--- src/rtl/alu_pkg.sv ---
// rtl/alu_pkg.sv - shared aluType codes, sequencer states and latency classes
package alu_pkg;

  // aluType codes that select a multicycle latency class
  localparam logic [5:0] TYPE_MUL_A = 6'b000101;
  localparam logic [5:0] TYPE_MUL_B = 6'b000110;
  localparam logic [5:0] TYPE_DIV_A = 6'b000111;
  localparam logic [5:0] TYPE_DIV_B = 6'b001000;

  // Element width code for double-word operation
  localparam logic [1:0] WW_DOUBLE = 2'b11;

  typedef enum logic [1:0] {
    IDLE = 2'b00,
    EXEC = 2'b01,
    DONE = 2'b10
  } seqState_t;

  typedef enum logic [1:0] {
    LAT_SINGLE = 2'b00,
    LAT_MULT   = 2'b01,
    LAT_DIV    = 2'b10
  } latClass_t;

  function automatic logic isMultiClass(latClass_t latClass);
    return latClass != LAT_SINGLE;
  endfunction

endpackage

--- src/rtl/alu_lat_decode.sv ---
// rtl/alu_lat_decode.sv - aluType/ww to latency class and hold-cycle count
module alu_lat_decode
  import alu_pkg::*;
#(
  parameter int MULT_LAT   = 4,
  parameter int DIV_LAT    = 8,
  parameter int SINGLE_LAT = 1,
  parameter int CNT_W      = 4
) (
  input  logic [5:0]       aluType,
  input  logic [1:0]       ww,
  output latClass_t        latClass,
  output logic [CNT_W-1:0] lat
);

  // Multiply is only multicycle at double width; divide always is
  always_comb begin
    latClass = LAT_SINGLE;
    lat      = CNT_W'(SINGLE_LAT);
    if ((aluType == TYPE_MUL_A || aluType == TYPE_MUL_B) && ww == WW_DOUBLE) begin
      latClass = LAT_MULT;
      lat      = CNT_W'(MULT_LAT);
    end else if (aluType == TYPE_DIV_A || aluType == TYPE_DIV_B) begin
      latClass = LAT_DIV;
      lat      = CNT_W'(DIV_LAT);
    end
  end

endmodule

--- src/rtl/alu_seq_ctrl.sv ---
// rtl/alu_seq_ctrl.sv - issue/sequencing controller holding one op on the ALU
// Operand vectors keep the codebase's bit-0-is-MSB meaning: vector MSB is bit 0.
module alu_seq_ctrl
  import alu_pkg::*;
#(
  parameter int MULT_LAT   = 4,
  parameter int DIV_LAT    = 8,
  parameter int SINGLE_LAT = 1,
  parameter int CNT_W      = 4
) (
  input  logic        clk,
  input  logic        reset,
  input  logic        in_valid,
  output logic        in_ready,
  input  logic [5:0]  in_type,
  input  logic [1:0]  in_ww,
  input  logic [4:0]  in_imm,
  input  logic [63:0] in_oprA,
  input  logic [63:0] in_oprB,
  input  logic        flush,
  output logic        alu_en,
  output logic [5:0]  alu_type,
  output logic [1:0]  alu_ww,
  output logic [4:0]  alu_imm,
  output logic [63:0] alu_oprA,
  output logic [63:0] alu_oprB,
  input  logic [63:0] alu_dout,
  output logic        out_valid,
  input  logic        out_ready,
  output logic [63:0] out_data,
  output logic        busy,
  output logic        is_multi
);

  seqState_t        state;
  logic [CNT_W-1:0] cnt;
  latClass_t        decClass;
  logic [CNT_W-1:0] decLat;
  logic             acceptOp;

  alu_lat_decode #(
    .MULT_LAT  (MULT_LAT),
    .DIV_LAT   (DIV_LAT),
    .SINGLE_LAT(SINGLE_LAT),
    .CNT_W     (CNT_W)
  ) u_lat_decode (
    .aluType (in_type),
    .ww      (in_ww),
    .latClass(decClass),
    .lat     (decLat)
  );

  // A finished result frees the slot in the same cycle the consumer takes it
  assign in_ready = (state == IDLE) || (state == DONE && out_ready);
  assign busy     = ~in_ready;
  assign acceptOp = in_valid && in_ready && !flush;

  // Sequencer: accept latches the op, EXEC counts down, DONE presents the result
  always_ff @(posedge clk or posedge reset) begin
    if (reset) begin
      state     <= IDLE;
      cnt       <= '0;
      alu_en    <= 1'b0;
      alu_type  <= '0;
      alu_ww    <= '0;
      alu_imm   <= '0;
      alu_oprA  <= '0;
      alu_oprB  <= '0;
      out_valid <= 1'b0;
      out_data  <= '0;
      is_multi  <= 1'b0;
    end else if (acceptOp) begin
      alu_type  <= in_type;
      alu_ww    <= in_ww;
      alu_imm   <= in_imm;
      alu_oprA  <= in_oprA;
      alu_oprB  <= in_oprB;
      cnt       <= decLat - CNT_W'(1);
      is_multi  <= isMultiClass(decClass);
      alu_en    <= 1'b1;
      out_valid <= 1'b0;
      state     <= EXEC;
    end else begin
      case (state)
        EXEC: begin
          if (flush) begin
            alu_en   <= 1'b0;
            is_multi <= 1'b0;
            state    <= IDLE;
          end else if (cnt == '0) begin
            out_data  <= alu_dout;
            out_valid <= 1'b1;
            alu_en    <= 1'b0;
            state     <= DONE;
          end else begin
            cnt <= cnt - CNT_W'(1);
          end
        end
        DONE: begin
          if (flush || out_ready) begin
            out_valid <= 1'b0;
            is_multi  <= 1'b0;
            state     <= IDLE;
          end
        end
        default: state <= IDLE;
      endcase
    end
  end

endmodule

--- config.mk ---
export PLATFORM = sky130hd
export DESIGN_NAME = alu_seq_ctrl
export DESIGN_NICKNAME = d
export VERILOG_FILES = /design/src/rtl/alu_pkg.sv /design/src/rtl/alu_lat_decode.sv /design/src/rtl/alu_seq_ctrl.sv
export SDC_FILE = /design/constraint.sdc
export NUM_CORES = 1
export LEC_CHECK = 0
export CAP_MARGIN = 20
export CELL_PAD_IN_SITES_DETAIL_PLACEMENT = 1
export CELL_PAD_IN_SITES_GLOBAL_PLACEMENT = 2
export CORE_MARGIN = 1
export CORE_UTILIZATION = 25
export DETAILED_ROUTE_END_ITERATION = 8
export PLACE_DENSITY = 0.85
export SETUP_SLACK_MARGIN = 0.05
export SLEW_MARGIN = 20
export SYNTH_ARGS = -nofsm -noshare
export SYNTH_HDL_FRONTEND = slang
export SYNTH_SLANG_ARGS = --single-unit
export TNS_END_PERCENT = 20
--- constraint.sdc ---
create_clock -name clk -period 9.3 [get_ports clk]
set_clock_uncertainty 0.1 [all_clocks]
set_input_delay 1.86 -clock clk [delete_from_list [all_inputs] [get_ports clk]]
set_output_delay 1.86 -clock clk [all_outputs]
set_load 0.02 [all_outputs]
# After elaboration in Yosys (flattened, before gate mapping)
# Cells that the tools add are included.
# op_classes
n_mux,25
n_addsub,2
reduce_logical,21
bitwise,3
n_eq_ne,14
# ops
cell,n
4-bit 2-to-1 mux,6
"6-bit by 3-bit == test with 1-bit output, second input constant",3
2-bit 2-to-1 mux,6
1-bit 2-to-1 mux,10
"3-bit != test, second input constant",3
4-bit AND reduction,2
"4-bit by 1-bit subtractor with 4-bit output, second input constant",2
"6-bit by 4-bit == test with 1-bit output, second input constant",1
3-bit AND reduction,2
3-bit nonzero test,2
"2-bit == test, second input constant",2
1-bit logical AND,4
4-bit logical NOT,1
1-bit logical OR,4
"4-bit != test, second input constant",1
1-bit case mux with 2 select lines,2
2-bit case mux with 2 select lines,1
2-bit AND reduction,2
2-bit nonzero test,2
"3-bit by 2-bit != test with 1-bit output, second input constant",1
1-bit NOT,3
"2-bit by 1-bit == test with 1-bit output, second input constant",1
2-bit logical NOT,1
"2-bit by 1-bit != test with 1-bit output, second input constant",1
other kinds (2),2
# word_totals
in_bits,210
regBits,214
out_inout_bits,210
wordCells,76

# Depth between registers and ports, before layout
# logic_depth
ltp_word,7
ltp_mapped,10
depth_no_buf,8

# Cells and area by module
# From an unflattened synthesis, not the netlist that was laid out.
# hier_totals
hier_cells,502
hier_area_um2,8797.2
# modules_own_cells
mod,instances,area_per_inst_um2,seq_area_each_um2,cells_each
alu_seq_ctrl,1,8682.1,5355.1,486
alu_lat_decode,1,115.1,0.0,16

# Worst setup path after synthesis
# No wires, ideal clock.
# synth_path
path_kind,input -> output
startpoint,input port out_ready
endpoint,output port busy
cell_stages,3
t_required_ns,7.340
t_arrival_ns,2.588
slack_ns,4.752
n_path_buf,0
cell_sequence,and2b_1 -> nor2_1 -> inv_1
# synth_between
elab_chain_cells,3
# synth_rtl
item,line,rtl
"start, declared",alu_seq_ctrl.sv:29,"input logic out_ready,"
1-bit logical AND,alu_seq_ctrl.sv:54,assign in_ready = (state == IDLE) || (state == DONE && out_ready);
1-bit logical OR,alu_seq_ctrl.sv:54,
via in_ready,alu_seq_ctrl.sv:14,"output logic in_ready,"
1-bit NOT,alu_seq_ctrl.sv:55,assign busy = ~in_ready;
"end, declared",alu_seq_ctrl.sv:31,"output logic busy,"
# The timed path passes the listed nets, and every way through them passes these cells.

# Worst setup path in the final report
# layout_path
startpoint,input port out_ready
endpoint,output port in_ready
# layout_between
elab_chain_cells,2
# layout_rtl
item,line
1-bit logical AND,alu_seq_ctrl.sv:54
1-bit logical OR,alu_seq_ctrl.sv:54
"end, declared",alu_seq_ctrl.sv:14
# No other way between the ends.

==> flow_metrics.py <==
metrics = {
    "run_status": {
        "outcome": "completed",
    },
    "yosys": {
        "synth_area_leaders": "dfrtp_1 66%, mux2_2 17%, mux2_1 11%, buf_2 0.86%, buf_4 0.83%",
        "syn_avg_cell_area_um2": 16.5,
        "synth_edf_count": 0,
        "synth_most_common_cell": "dfrtp_1",
        "syn-instance-count": 495,
        "synth_nets": 706,
        "synth_cell_type_count": 30,
        "async_flop_share_pct": 100,
        "synth.cell_area_um2": 8140,
        "yosys_register_bits": 214,
        "synth.top_cell.area_share_pct": 65.8,
        "yosysWarnings": 0,
        "synthTopCellsByCount": "214 x dfrtp_1, 124 x mux2_2, 81 x mux2_1",
        "ys.flop_type": "dfrtp_1",
        "synth_seq_area_share_pct": 65.8,
        "yosys.area.top_type": "dfrtp_1",
    },
    "setup_path": {
        "worst_ep_required_time_ps": 7340,
        "critPathKind": "primary input to output pin",
        "critPathMaxFanout": 3,
        "worstSetupStartpointType": "primary input",
        "r2r-start": "state[1]",
        "reg2reg_slack_ps": 6570,
        "arrival_ps": 3520,
        "r2r_end": "cnt[2]",
        "rr_worst_depth": 8,
        "end_kind": "output pin",
    },
    "placed_design": {
        "port_buffers": 419,
        "dp_hpwl_um": 18400,
        "preCtsSetupSlack_ps": 3810,
        "routabilityCongestion": 0.721,
    },
    "final_layout": {
        "drive_above_1_share_pct": 17.8,
        "final_util_pct": 42.7,
        "area_delta_synth_final_pct": 66.6,
        "nets": 1131,
        "fill_cells": 3232,
        "n_antenna_cell": 0,
    },
    "sta": {
        "tightestPinTransition_ps": 924,
        "finalWorstSetupSlack_ps": 3820,
        "hold_violations": 0,
        "fin_setup_tns_ps": 0,
        "timing.final.crit_share_pct": 59.0,
        "max_freq_ghz": 0.182,
        "setup_viol": 0,
        "rsz0062_at_grt": "false",
        "max_slew_margin_pct": 38.4,
        "finalMaxSlewViolations": 0,
        "final.min_clock_period_ps": 5480,
    },
    "global_route": {
        "grt_pass1_wl_um": 38100,
        "grt_pass1_vias": 6501,
        "antenna_found_initial": 0,
        "grt_max_degree": 147,
        "grt-ovfl-total": 0,
        "grtUsageTotal_pct": 14.8,
    },
    "drt": {
        "antenna_left": 0,
        "avgRoutedWirePerCell_um": 18.4,
        "viasPerCell": 4.26,
        "first_pass_iters": 4,
        "wirelength_um": 25200,
        "vias": 5833,
        "drc_errors": 0,
        "first_iter_violations": 113,
    },
    "min_path": {
        "min-delay-start": "alu_oprA[61]",
        "min_path_cells": 1,
        "hold-path-endpoint": "alu_oprA[61]",
        "hold_class": "flop to flop",
    },
    "clocking": {
        "clock_latency_ps": 540,
        "cts.repair.resized": 0,
        "htree_levels": 1,
        "cts.sinks": 214,
        "cts_tree": "built",
        "hold_buffers": 0,
        "postCtsSetupRepairBufs": 0,
        "cts_buffers": 25,
        "clkTransAtPathRegs_ps": 60,
        "clockBufferDepth": 3,
        "clockRootBuffer": "clkbuf_16",
    },
    "die": {
        "io_pins": 420,
        "dieArea_um2": 33300,
        "rows": 65,
        "core-area_um2": 31800,
        "start_util_pct": 25.6,
        "die_w_um": 182,
        "die_y_um": 182,
    },
    "run": {
        "drv_cap": 0,
    },
    "pwr": {
        "ir_drop_mv": 0.177,
        "cellPowerDensity_nw_per_um2": 292,
        "p_leak_nw": 5.61,
    },
}
[worst max-delay path by stage]
| stage | start | endpoint | slack, ps |
|---|---|---|---|
| 2_1_floorplan | reset | alu_en | 1490 |
| 3_3_place_gp | out_ready | in_ready | 3790 |
| 3_5_place_dp | out_ready | in_ready | 3810 |
| 4_1_cts | out_ready | in_ready | 3800 |
| 5_1_grt | out_ready | in_ready | 3790 |
| 6_report | out_ready | in_ready | 3820 |
[worst max-delay path, stage by stage]
cell	delay [ps]
clkdlybuf4s50_1	520
and2b_1	250
nor2_1	230
clkdlybuf4s50_1	660
[report_power, final]
group	switching (W)	internal [W]	leakage (nW)	total, W
clock	0.000386	0.000568	0.380	0.000953
sequential	0.000169	0.00125	2.58	0.00142
combinational	0.000741	0.000841	2.64	0.00158
[logic make-up after synthesis]
logic type / after synthesis / share of synthesized area [%]
flip-flops: 214 / 65.8
multiplexers: 205 / 28.3
buffers and inverters: 29 / 1.97
AND/OR/NAND/NOR: 25 / 2.03
AO/OA/AOI/OAI: 18 / 1.41
XOR/XNOR: 3 / 0.323
adder cells (fa/ha/maj): 1 / 0.154
[metal layers]
| layer | wire length (um) | track usage, % | up-vias |
|---|---|---|---|
| met5 | 0 | 0 | - |
| met1 | 9460 | 16.5 | 2935 |
| met4 | 793 | 4.54 | 0 |
| li1 | - | - | 2603 |
| met3 | 2460 | 6.23 | 42 |
| met2 | 12500 | 25.5 | 253 |
[stage by stage]
| step | power [W] | cells | hold slack [ps] | cell area (um2) |
|---|---|---|---|---|
| 6_report | 0.00396 | 1370 | 382 | 13600 |
| 5_1_grt | 0.00416 | 1370 | 403 | 13600 |
| 4_1_cts | 0.00403 | 1370 | 386 | 13600 |
| 3_5_place_dp | 0.00304 | 1328 | 374 | 12800 |
| 3_3_place_gp | 0.00299 | 1328 | 366 | 12800 |
| 2_1_floorplan | 0.00216 | 495 | 394 | 8140 |
[cells in the final DEF, fill, tap and decap left out, drive strengths merged]
master,netlist,final
o41ai,1,1
and2b,1,1
a21oi,6,6
a21o,1,1
ha,1,1
nor4b,3,3
clkbuf,2,37
nor4,1,1
xnor2,3,3
nand2b,3,3
clkdlybuf4s50,0,419
nor2b,2,2
o21ai,4,4
nor3b,2,2
mux2,205,205
nand2,5,5
o211ai,3,3
dfrtp,214,214
o2bb2a,1,1
a311oi,1,1
buf,23,4
or2,1,1
clkinv,0,2
nor3,1,1
nor2,5,5
or3b,1,1
bufinv,0,2
inv,4,5
o21a,1,1
[final cells by class]
type / count / area (um2) / share of cell area, %
tap: 435 / 544 / 4.01
inverter: 4 / 22.5 / 0.166
multi-input combinational: 252 / 2630 / 19.4
clock inverter: 5 / 90.1 / 0.664
clock buffer: 37 / 691 / 5.09
timing repair buffer: 423 / 4240 / 31.2
sequential: 214 / 5360 / 39.5
[state kept, by name (all words and copies together) (netlist names), 2 cells and up]
signal,count
alu_ww,2
cnt,4
alu_type,6
out_data,64
alu_imm,5
alu_oprA,64
alu_oprB,64
state,2
Note: power is estimated with default switching activity, not from simulation.
